$ cat config.mk
export PLATFORM = sky130hd
export DESIGN_NAME = wb_la_arbiter
export DESIGN_NICKNAME = d
export VERILOG_FILES = /design/src/rtl/wb_la_arbiter.sv
export SDC_FILE = /design/constraint.sdc
export NUM_CORES = 1
export LEC_CHECK = 0
export ABC_CLOCK_PERIOD_IN_PS = 3300
export BUFFER_PORTS_ARGS = -buffer_cell sky130_fd_sc_hd__buf_4
export CAP_MARGIN = 25
export CORE_ASPECT_RATIO = 0.75
export CORE_MARGIN = 3
export CORE_UTILIZATION = 40
export CTS_BUF_LIST = sky130_fd_sc_hd__clkbuf_2 sky130_fd_sc_hd__clkbuf_4 sky130_fd_sc_hd__clkbuf_8
export CTS_CLUSTER_DIAMETER = 120
export DETAILED_ROUTE_END_ITERATION = 10
export PLACE_DENSITY = 0.75
export SETUP_SLACK_MARGIN = 0.3
export SLEW_MARGIN = 30
export SYNTH_ARGS = -nofsm -noshare
export SYNTH_HDL_FRONTEND = slang
export SYNTH_SLANG_ARGS = --single-unit
$ cat constraint.sdc
create_clock -name wb_clk_i -period 3.3 [get_ports wb_clk_i]
set_input_delay 0.495 -clock wb_clk_i [delete_from_list [all_inputs] [get_ports wb_clk_i]]
set_output_delay 0.495 -clock wb_clk_i [all_outputs]
set_load 0.03 [all_outputs]
$ cat src/rtl/wb_la_arbiter.sv
// Round-robin arbiter: Wishbone slave and LA requester share one device port.
// Define WB_LA_ARB_TIMEOUT_EN to force completion after TIMEOUT_CYCLES.
module wb_la_arbiter #(
  parameter int unsigned TIMEOUT_CYCLES = 255
) (
  input  logic        wb_clk_i,
  input  logic        wb_rst_ni,
  input  logic        wbs_cyc_i,
  input  logic        wbs_stb_i,
  input  logic        wbs_we_i,
  input  logic [3:0]  wbs_sel_i,
  input  logic [31:0] wbs_adr_i,
  input  logic [31:0] wbs_dat_i,
  output logic        wbs_ack_o,
  output logic [31:0] wbs_dat_o,
  input  logic        la_req_i,
  input  logic        la_we_i,
  input  logic [31:0] la_adr_i,
  input  logic [31:0] la_wdata_i,
  output logic        la_gnt_o,
  output logic        la_rvalid_o,
  output logic [31:0] la_rdata_o,
  output logic        dev_req_o,
  output logic        dev_we_o,
  output logic [3:0]  dev_be_o,
  output logic [31:0] dev_addr_o,
  output logic [31:0] dev_wdata_o,
  input  logic        dev_gnt_i,
  input  logic        dev_rvalid_i,
  input  logic [31:0] dev_rdata_i,
  output logic        arb_busy_o,
  output logic [7:0]  tmo_cnt_o
);

  typedef enum logic [1:0] {IDLE, REQ, WAIT, RESP} state_e;

  state_e      state_q, state_d;
  logic        own_wb_q, own_wb_d;
  logic        last_wb_q, last_wb_d;
  logic        abort_q, abort_d;
  logic        we_q, we_d;
  logic [3:0]  be_q, be_d;
  logic [31:0] adr_q, adr_d;
  logic [31:0] wdat_q, wdat_d;
  logic [31:0] wbdat_q, wbdat_d;
  logic [31:0] ladat_q, ladat_d;

  logic        wb_req, pick_wb, pick_la;
  logic        in_txn, done;
  logic [31:0] rdata;

  assign wb_req  = wbs_cyc_i & wbs_stb_i;
  assign pick_wb = wb_req & (~la_req_i | ~last_wb_q);
  assign pick_la = la_req_i & ~pick_wb;
  assign in_txn  = (state_q == REQ) || (state_q == WAIT);

`ifdef WB_LA_ARB_TIMEOUT_EN
  localparam logic [7:0] TMO = 8'(TIMEOUT_CYCLES);
  logic [7:0] cnt_q, cnt_d;
  logic [7:0] tmo_q, tmo_d;
  logic       tmo_hit;

  assign tmo_hit = in_txn && (8'(cnt_q + 8'd1) == TMO) &&
                   !((state_q == WAIT) && dev_rvalid_i);
  assign tmo_cnt_o = tmo_q;
`else
  logic unused_tmo;
  assign unused_tmo = ^TIMEOUT_CYCLES;
  assign tmo_cnt_o = 8'd0;
`endif

  always_comb begin
    state_d   = state_q;
    own_wb_d  = own_wb_q;
    last_wb_d = last_wb_q;
    abort_d   = abort_q;
    we_d      = we_q;
    be_d      = be_q;
    adr_d     = adr_q;
    wdat_d    = wdat_q;
    wbdat_d   = wbdat_q;
    ladat_d   = ladat_q;
    done      = 1'b0;
    rdata     = dev_rdata_i;
    unique case (state_q)
      IDLE: begin
        if (pick_wb || pick_la) begin
          state_d   = REQ;
          own_wb_d  = pick_wb;
          last_wb_d = pick_wb;
          abort_d   = 1'b0;
          we_d      = pick_wb ? wbs_we_i  : la_we_i;
          be_d      = pick_wb ? wbs_sel_i : 4'hF;
          adr_d     = pick_wb ? wbs_adr_i : la_adr_i;
          wdat_d    = pick_wb ? wbs_dat_i : la_wdata_i;
        end
      end
      REQ:  if (dev_gnt_i) state_d = WAIT;
      WAIT: begin
        if (dev_rvalid_i) begin
          state_d = RESP;
          done    = 1'b1;
        end
      end
      RESP: state_d = IDLE;
      default: state_d = IDLE;
    endcase
    // An abandoned WB cycle still runs to completion on the device
    if (in_txn && own_wb_q && !wbs_cyc_i) abort_d = 1'b1;
`ifdef WB_LA_ARB_TIMEOUT_EN
    if (tmo_hit) begin
      state_d = RESP;
      done    = 1'b1;
      rdata   = 32'hDEADBEEF;
    end
`endif
    if (done) begin
      if (own_wb_q) wbdat_d = rdata;
      else          ladat_d = rdata;
    end
  end

`ifdef WB_LA_ARB_TIMEOUT_EN
  always_comb begin
    cnt_d = in_txn ? 8'(cnt_q + 8'd1) : 8'd0;
    tmo_d = tmo_q;
    if (tmo_hit && tmo_q != 8'hFF) tmo_d = tmo_q + 8'd1;
  end

  always_ff @(posedge wb_clk_i or negedge wb_rst_ni) begin
    if (!wb_rst_ni) begin
      cnt_q <= 8'd0;
      tmo_q <= 8'd0;
    end else begin
      cnt_q <= cnt_d;
      tmo_q <= tmo_d;
    end
  end
`endif

  always_ff @(posedge wb_clk_i or negedge wb_rst_ni) begin
    if (!wb_rst_ni) begin
      state_q   <= IDLE;
      own_wb_q  <= 1'b0;
      last_wb_q <= 1'b0;
      abort_q   <= 1'b0;
      we_q      <= 1'b0;
      be_q      <= 4'h0;
      adr_q     <= 32'h0;
      wdat_q    <= 32'h0;
      wbdat_q   <= 32'h0;
      ladat_q   <= 32'h0;
    end else begin
      state_q   <= state_d;
      own_wb_q  <= own_wb_d;
      last_wb_q <= last_wb_d;
      abort_q   <= abort_d;
      we_q      <= we_d;
      be_q      <= be_d;
      adr_q     <= adr_d;
      wdat_q    <= wdat_d;
      wbdat_q   <= wbdat_d;
      ladat_q   <= ladat_d;
    end
  end

  assign dev_req_o   = (state_q == REQ);
  assign dev_we_o    = we_q;
  assign dev_be_o    = be_q;
  assign dev_addr_o  = adr_q;
  assign dev_wdata_o = wdat_q;
  assign arb_busy_o  = (state_q != IDLE);
  assign wbs_ack_o   = (state_q == RESP) & own_wb_q & ~abort_q;
  assign la_rvalid_o = (state_q == RESP) & ~own_wb_q;
  assign wbs_dat_o   = wbdat_q;
  assign la_rdata_o  = ladat_q;
  // Gated by reset so the combinational capture pulse is 0 while held in reset
  assign la_gnt_o    = wb_rst_ni & (state_q == IDLE) & pick_la;

endmodule

==> Flow_metrics.wiki, run 1 <==
{| class="wikitable"
! Metric !! Value
|-
| Nets || 1028
|-
| CTS root buffer || sky130_fd_sc_hd__clkbuf_8
|-
| Post-synth top area share || 0.541
|-
| Total number of clock tree sinks || 137
|-
| Top cell type by total area after synthesis || sky130_fd_sc_hd__dfrtp_1
|-
| Via count of the routed design || 5757
|-
| Average wire per standard cell || 19.2 um
|-
| Share of layout cells above drive strength 1 || 0.491
|-
| Global route total overflow || 0
|-
| Final worst clock skew || 17.1 ps
|-
| Max-Cap Viols || 0
|-
| Die Span Y || 115 um
|-
| VDD IR max || 597 uV
|-
| Fill count || 1348
|-
| Final cell count without fillers || 1069
|-
| Placeable Area || 15400 sq um
|-
| Setup repair after global routing missed its margin || false
|-
| Category of the worst setup path capture point || output pin
|-
| Slack of the worst reg-to-reg path || 1000 ps
|-
| Port buffer count || 310
|-
| Number of global-route vias before repair || 5620
|-
| Global-route wire length before repair || 30.4 mm
|-
| Setup-violating endpoint count in the final report || 0
|-
| DPL Wire Length || 14.3 mm
|-
| Post-CTS setup repair buffer count || 0
|-
| Fmax || 408 MHz
|-
| Slew of the pin with the lowest slew margin || 811 ps
|-
| Via-per-instance ratio || 5.39
|-
| Startpoint of the lowest-slack register-to-register path || state_q[0]
|-
| Maximum root-to-sink buffer count || 2
|-
| Cell area after synthesis || 6340 sq um
|-
| Top fanout value on the critical path || 22
|-
| Ordered cell list for the critical path || inv_1 > ha_2 > nand3_1 > a21oi_1 > buf_4
|-
| Number of buffers created by CTS || 17
|-
| DRT iter0 DRCs || 320
|-
| Top-Level Pins || 319
|-
| Cell leakage power || 4.23 nW
|-
| Insertion delay of the later-clocked pin in the worst-skew pair || 440 ps
|-
| GR Util All Layers || 0.225
|-
| HP Class || in2async
|-
| Number of synthesized register bits || 137
|-
| Largest stage delay on the critical path || 470 ps
|-
| Overall power consumption || 9.57 mW
|-
| Level count of the clock H-tree || 4
|-
| Number of hold violations in the final report || 0
|-
| Post-Route WL || 20.6 mm
|-
| Fin crit share || 0.743
|-
| Area grow syn2layout || 42.9%
|-
| Cell class contributing the biggest share of worst-path delay || adder cells
|-
| Reg2Reg Depth || 6
|-
| Number of antenna violations at the first check in global routing || 0
|-
| Arrival time at the worst endpoint || 1960 ps
|-
| Number of iterations in the first detailed-routing pass || 5
|-
| Terminus of the critical flop-to-flop path || dev_wdata_o[0]
|-
| Number of DRC violations after detailed routing || 0
|-
| Largest net degree at the start of global routing || 138
|-
| Cell types occupying the most area after synthesis || sky130_fd_sc_hd__dfrtp_1 54%, sky130_fd_sc_hd__mux2_4 7.1%, sky130_fd_sc_hd__a31oi_1 6.4%
|-
| Power per unit of standard cell area || 1060 nW/um^2
|-
| Final TNS setup || 0 ps
|-
| Element type at the critical path start || flip-flop
|-
| Average cell area after synthesis || 11.1 sq um
|-
| Placed Cells incl. Taps || 1037
|-
| Synth unique cells || 29
|-
| Minimum clock period after layout || 2450 ps
|-
| Required arrival time at the worst endpoint || 2800 ps
|-
| Count of cells resized by post-cts repair || 0
|-
| Worst relative slew slack || 0.459
|-
| CTS tree || yes
|-
| Die Area || 17400 sq um
|-
| Outcome || complete, no violations
|-
| Starting Density || 0.412
|-
| Number of buffers inserted for hold repair after clock tree synthesis || 0
|-
| Post-Synthesis Cells || 571
|-
| Count of synthesis-stage warnings from yosys || 0
|-
| Post-route antenna net violation count || 0
|-
| Count of pins over their slew limit || 0
|-
| Clk pin slew, worst setup/hold paths || 80 ps
|-
| Die width || 151 um
|-
| Routability Congestion || 0.801
|-
| Proportion of synthesized chip area in sequential cells || 0.541
|-
| Ant diodes || 0
|-
| Worst Path Buf+Inv || 2
|-
| Placement row count || 39
|-
| Start-to-end type of the worst setup path || reg2out
|-
| Slowest cell on crit path || sky130_fd_sc_hd__ha_2
|}
[synth_stat cells, drive strengths merged]
master  instances
nand2           2
inv             6
o21ai          67
mux2           65
clkbuf         17
a21o            1
nor2b           2
a221oi          1
buf            49
nor3            4
a31oi          65
dfrtp         137
and2            2
nor2            1
a21oi          75
ha              4
and3            1
nand3          69
o32a            1
conb            1
nand3b          1
[routing by layer]
| layer | vias to the layer above | global-route usage | share of wire | wire [um] |
|---|---|---|---|---|
| met5 | - | 0 | 0 | 0 |
| met4 | 0 | 0.0851 | 0.027 | 558 |
| met3 | 41 | 0.0729 | 0.087 | 1800 |
| met2 | 297 | 0.363 | 0.48 | 9780 |
| met1 | 2777 | 0.284 | 0.41 | 8420 |
| li1 | 2642 | - | - | - |
[layout by cell type, fill, tap and decap left out, types with 4 or more instances in the layout]
master,synthesis,final
sky130_fd_sc_hd__o21ai_0,62,62
sky130_fd_sc_hd__nand3_1,67,67
sky130_fd_sc_hd__conb_1,1,8
sky130_fd_sc_hd__a31oi_1,65,65
sky130_fd_sc_hd__mux2_2,32,32
sky130_fd_sc_hd__o21ai_1,5,5
sky130_fd_sc_hd__nor3_1,4,4
sky130_fd_sc_hd__inv_1,6,6
sky130_fd_sc_hd__buf_4,15,317
sky130_fd_sc_hd__dfrtp_1,137,137
sky130_fd_sc_hd__clkinvlp_4,0,6
sky130_fd_sc_hd__a21oi_1,75,75
sky130_fd_sc_hd__clkbuf_8,0,20
sky130_fd_sc_hd__mux2_4,30,30
[cells by family after synthesis]
family,synth area share
AOI/OAI and AO/OA,0.181
DFF,0.541
and+or+nand+nor,0.0679
buffers and inverters,0.0679
muxes,0.133
adders and majority gates,0.00790
other,0.000592
[cell type report]
class | instances | area, sq um | share of cell area
Clock buffer | 20 | 275 | 0.0304
Clock inverter | 12 | 115 | 0.0127
Inverter | 6 | 22.5 | 0.00249
Multi-Input combinational cell | 369 | 2520 | 0.279
Sequential cell | 137 | 3430 | 0.379
Tap cell | 205 | 256 | 0.0283
Timing Repair Buffer | 320 | 2430 | 0.269
[how the worst max path moves through the flow]
stage	start	to	slack (ps)	depth (start not counted)
CTS	state_q[0]	la_gnt_o	760	5
floorplan	state_q[0]	la_gnt_o	1140	6
detailed placement	state_q[0]	dev_addr_o[18]	1010	6
global placement	state_q[0]	dev_addr_o[5]	1100	6
global route	state_q[0]	la_gnt_o	650	5
finish	state_q[0]	la_gnt_o	850	5
[power breakdown]
part           total (mW)  switching [mW]  internal, mW
registers            3.02           0.493          2.53
logic                5.19            3.13          2.06
clock network        1.36           0.699         0.661
[worst reg2reg max path: stages (launching register included)]
cell and delay [ps]:
sky130_fd_sc_hd__dfrtp_1 410, sky130_fd_sc_hd__inv_1 100, sky130_fd_sc_hd__ha_2 470, sky130_fd_sc_hd__inv_1 160, sky130_fd_sc_hd__nor2_4 560, sky130_fd_sc_hd__buf_12 320
sky130_fd_sc_hd__a31oi_1 150
[flip-flops by register name (all words and copies together) (netlist names)]
register / count
abort_q: 1
dev_addr_o: 32
dev_be_o: 4
dev_wdata_o: 32
dev_we_o: 1
la_rdata_o: 32
last_wb_q: 1
state_q: 2
wbs_dat_o: 32
[metrics by stage]
stage,utilization,worst slack [ps],cell area (sq um),hold WS [ps]
2_1_floorplan,-,1140,6360,199
3_3_place_gp,0.563,1100,8660,477
3_5_place_dp,0.564,1010,8660,485
4_1_cts,0.589,757,9050,194
5_1_grt,0.589,648,9050,206
6_report,0.589,849,9050,184
Note: power is estimated with default switching activity, not from simulation.
==> run 2: changes to the inputs <==
- ABC_AREA: default -> 1
- ABC_CLOCK_PERIOD_IN_PS: 3300 -> 2400
- PLACE_DENSITY: 0.75 -> 0.74
- clock period: 3.3 -> 2.4 ns (I/O delays scaled with it)
==> Flow_metrics.wiki, run 2 <==
{| class="wikitable"
! Metric !! Value
|-
| Outcome || finished with violations
|-
| Failing checks || negative hold slack
|-
| Logic gate share of total power || 0.522 (-0.020)
|-
| Average cell area after synthesis || 7.57 sq um (-32%)
|-
| Net switching fraction of the power || 0.467 (+0.0149)
|-
| Global-route wire length before repair || 31.3 mm (+3.2%)
|-
| Dominant cell by count in the synthesized netlist || sky130_fd_sc_hd__nand2_1
|-
| Die Area || 17900 sq um (+3.0%)
|-
| Overall power consumption || 12.5 mW (+31%)
|-
| Ant diodes || 0 (unchanged)
|-
| Via count of the routed design || 6361 (+10%)
|-
| Synth unique cells || 16 (-45%)
|-
| Number of buffers created by CTS || 17 (unchanged)
|-
| Cell leakage power || 5.62 nW (+33%)
|-
| Clock share of power || 0.155 (+0.013)
|-
| Arrival time at the worst endpoint || 1600 ps (-360 ps)
|-
| Placeable Area || 15600 sq um (+1.6%)
|-
| Fin util || 0.604 (+0.0146)
|-
| VDD IR max || 858 uV (+44%)
|-
| Post-route cell area || 9430 sq um (+4.1%)
|-
| Leading cell type in the layout, fill and taps excluded || sky130_fd_sc_hd__buf_4
|-
| Cell internal power dissipation || 6.69 mW (+28%)
|-
| Post-route antenna net violation count || 0 (unchanged)
|-
| Ordered cell list for the critical path || inv_1 > ha_1 > nand3_1 > nor2_1 > buf_4
|-
| Proportion of synthesized chip area in sequential cells || 0.525 (-0.0163)
|-
| Slew of the pin with the lowest slew margin || 791 ps (-19.9 ps)
|-
| Slowest cell on crit path || sky130_fd_sc_hd__dfrtp_1
|-
| Total number of clock tree sinks || 137 (unchanged)
|-
| Slack of the critical path || 443 ps (-406 ps)
|-
| Worst setup slack before clock tree synthesis || 641 ps (-371 ps)
|-
| Number of iterations in the first detailed-routing pass || 5 (unchanged)
|-
| Number of antenna violations at the first check in global routing || 0 (unchanged)
|-
| Fin crit share || 0.816
|-
| Starting Density || 0.418 (+0.00614)
|-
| Final hold slack || -23.2 ps (-208 ps)
|-
| Die Span Y || 117 um (+1.5%)
|-
| Terminus of the critical flop-to-flop path || dev_be_o[1]
|-
| Level count of the clock H-tree || 4 (unchanged)
|-
| Post-Synthesis Cells || 863 (+51%)
|-
| Routability Congestion || 0.850 (+6.0%)
|-
| Placed Cells incl. Taps || 1339 (+29%)
|-
| Cell area after synthesis || 6530 sq um (+3.1%)
|-
| Number of hold violations in the final report || 17 (+17)
|-
| Top-Level Pins || 319 (unchanged)
|-
| Count of synthesis-stage warnings from yosys || 0 (unchanged)
|-
| Post-Route WL || 19.8 mm (-3.9%)
|-
| Worst relative slew slack || 0.473 (+0.0133)
|-
| Insertion delay of the later-clocked pin in the worst-skew pair || 440 ps (about the same)
|-
| Count of flip-flops with a built-in enable after synthesis || 0 (unchanged)
|-
| Commonest register cell after synthesis || sky130_fd_sc_hd__dfrtp_1
|-
| Via-per-instance ratio || 4.64 (-14%)
|-
| Startpoint of the lowest-slack register-to-register path || state_q[0]
|-
| Share of layout cells above drive strength 1 || 0.308 (-0.183)
|-
| Reg2Reg Depth || 7 (+1)
|-
| Cell types occupying the most area after synthesis || sky130_fd_sc_hd__dfrtp_1 52%, sky130_fd_sc_hd__nand2_1 16%, sky130_fd_sc_hd__nand3_1 10%
|-
| Placement row count || 39 (unchanged)
|-
| Final worst clock skew || 14.8 ps (-2.39 ps)
|-
| Power per unit of standard cell area || 1330 nW/um^2 (+26%)
|-
| Post-CTS setup repair buffer count || 0 (unchanged)
|-
| Clk pin slew, worst setup/hold paths || 80 ps (about the same)
|-
| Element type at the critical path start || flip-flop
|-
| GR Util All Layers || 0.218 (-0.00665)
|-
| DRT iter0 DRCs || 409 (+28%)
|-
| Final cell count without fillers || 1371 (+28%)
|-
| Maximum root-to-sink buffer count || 2 (unchanged)
|-
| Port buffer count || 310 (unchanged)
|-
| CTS tree || yes
|-
| Number of synthesized register bits || 137 (unchanged)
|-
| Top fanout value on the critical path || 4 (-82%)
|-
| DPL Wire Length || 14.1 mm (-1.2%)
|-
| Setup-violating endpoint count in the final report || 0 (unchanged)
|-
| Placement Cell Area || 9010 sq um (+4.1%)
|-
| Net load switching power || 5.86 mW (+36%)
|-
| Largest net degree at the start of global routing || 138 (unchanged)
|-
| Largest stage delay on the critical path || 420 ps (-50 ps)
|-
| Required arrival time at the worst endpoint || 2040 ps (-760 ps)
|-
| Category of the worst setup path capture point || output pin
|-
| Top cell type by total area after synthesis || sky130_fd_sc_hd__dfrtp_1
|-
| Count of pins over their slew limit || 0 (unchanged)
|-
| Commonest non-fill, non-tap cells in the layout || 313 x sky130_fd_sc_hd__buf_4, 279 x sky130_fd_sc_hd__nand2_1, 171 x sky130_fd_sc_hd__inv_1
|-
| Final TNS setup || 0 ps (unchanged)
|-
| Setup repair after global routing missed its margin || false
|-
| Start-to-end type of the worst setup path || reg2out
|-
| Fraction of registers with async set/reset || 1.00 (unchanged)
|-
| Portion of total power attributed to sequential cells || 0.323 (+0.007)
|-
| Post-synth top area share || 0.525 (-0.0163)
|-
| CTS root buffer || sky130_fd_sc_hd__clkbuf_8
|-
| Average wire per standard cell || 14.4 um (-25%)
|-
| Fmax || 511 MHz
|-
| Slack of the worst reg-to-reg path || 610 ps (-390 ps)
|-
| Minimum clock period after layout || 1960 ps
|-
| Die width || 154 um (+1.5%)
|-
| Area grow syn2layout || 44.3%
|-
| Global route total overflow || 0 (unchanged)
|-
| Nets || 1330 (+29%)
|-
| Max-Cap Viols || 0 (unchanged)
|-
| Top cell types by occurrence after synthesis || 281 x sky130_fd_sc_hd__nand2_1, 172 x sky130_fd_sc_hd__inv_1, 137 x sky130_fd_sc_hd__dfrtp_1
|-
| Number of global-route vias before repair || 6033 (+7.3%)
|-
| Number of DRC violations after detailed routing || 0 (unchanged)
|-
| HP Class || in2async
|-
| Number of buffers inserted for hold repair after clock tree synthesis || 0 (unchanged)
|}
run 2: cell count changes in the layout (fill, tap and decap cells not counted), moves of 32 or more:
cell and delta:
sky130_fd_sc_hd__a21oi_1 -75, sky130_fd_sc_hd__a31oi_1 -65, sky130_fd_sc_hd__inv_1 +165, sky130_fd_sc_hd__mux2_2 -32
sky130_fd_sc_hd__nand2_1 +279, sky130_fd_sc_hd__nand3_1 +66
run 2: critical path: cells and delay by family (launching register included):
family	cells	cell delay, ps
DFF	1	420
adders and majority gates	1	210
buffers and inverters	2	290
and+or+nand+nor	2	250
run 2: how the worst max path moves through the flow:
stage | start | to | slack [ps] | cells after the start
2_1_floorplan | wbs_cyc_i | la_gnt_o | 710 | 6
3_3_place_gp | state_q[0] | dev_be_o[1] | 660 | 7
3_5_place_dp | state_q[0] | dev_addr_o[2] | 640 | 8
4_1_cts | last_wb_q | la_gnt_o | 360 | 5
5_1_grt | state_q[0] | la_gnt_o | 310 | 5
6_report | state_q[0] | la_gnt_o | 440 | 5
run 2: kinds of logic after synthesis:
group | after synthesis | share of synthesized area
compound gates | 70 | 0.0553
fa+ha+maj | 4 | 0.00766
buf+inv | 229 | 0.142
flops | 137 | 0.525
other cells | 1 | 0.000574
simple gates | 422 | 0.270
run 2: area by class of cell:
class | count | area (sq um)
fill | 1422 | 6190
tap | 205 | 256
sequential | 137 | 3430
clock buffer | 18 | 248
inverter | 174 | 653
timing repair buffer | 319 | 2460
multi-input combinational | 504 | 2220
clock inverter | 14 | 158
run 2: power by group through the flow:
stage	registers (mW)	logic [mW]	clock network [mW]
floorplan	6.13	1.81	0
global placement	4.06	6.52	0
detailed placement	4.07	6.62	0
CTS	4.05	6.62	1.99
global route	4.20	7.09	2.09
finish	4.06	6.54	1.95
run 2: routing by layer:
layer	wire, um	vias up	global-route usage	part of all wire
met2	9300	252	0.345	0.47
met1	8600	2918	0.299	0.44
met5	0	-	0	0
met3	1420	27	0.0478	0.072
met4	436	0	0.0829	0.022
li1	-	3164	-	-
run 2: repair_timing:
item | CTS | global route
hold endpoints to repair | 0 | 0
gates resized for setup | 0 | 1
endpoints found under the setup margin | 0 | 1
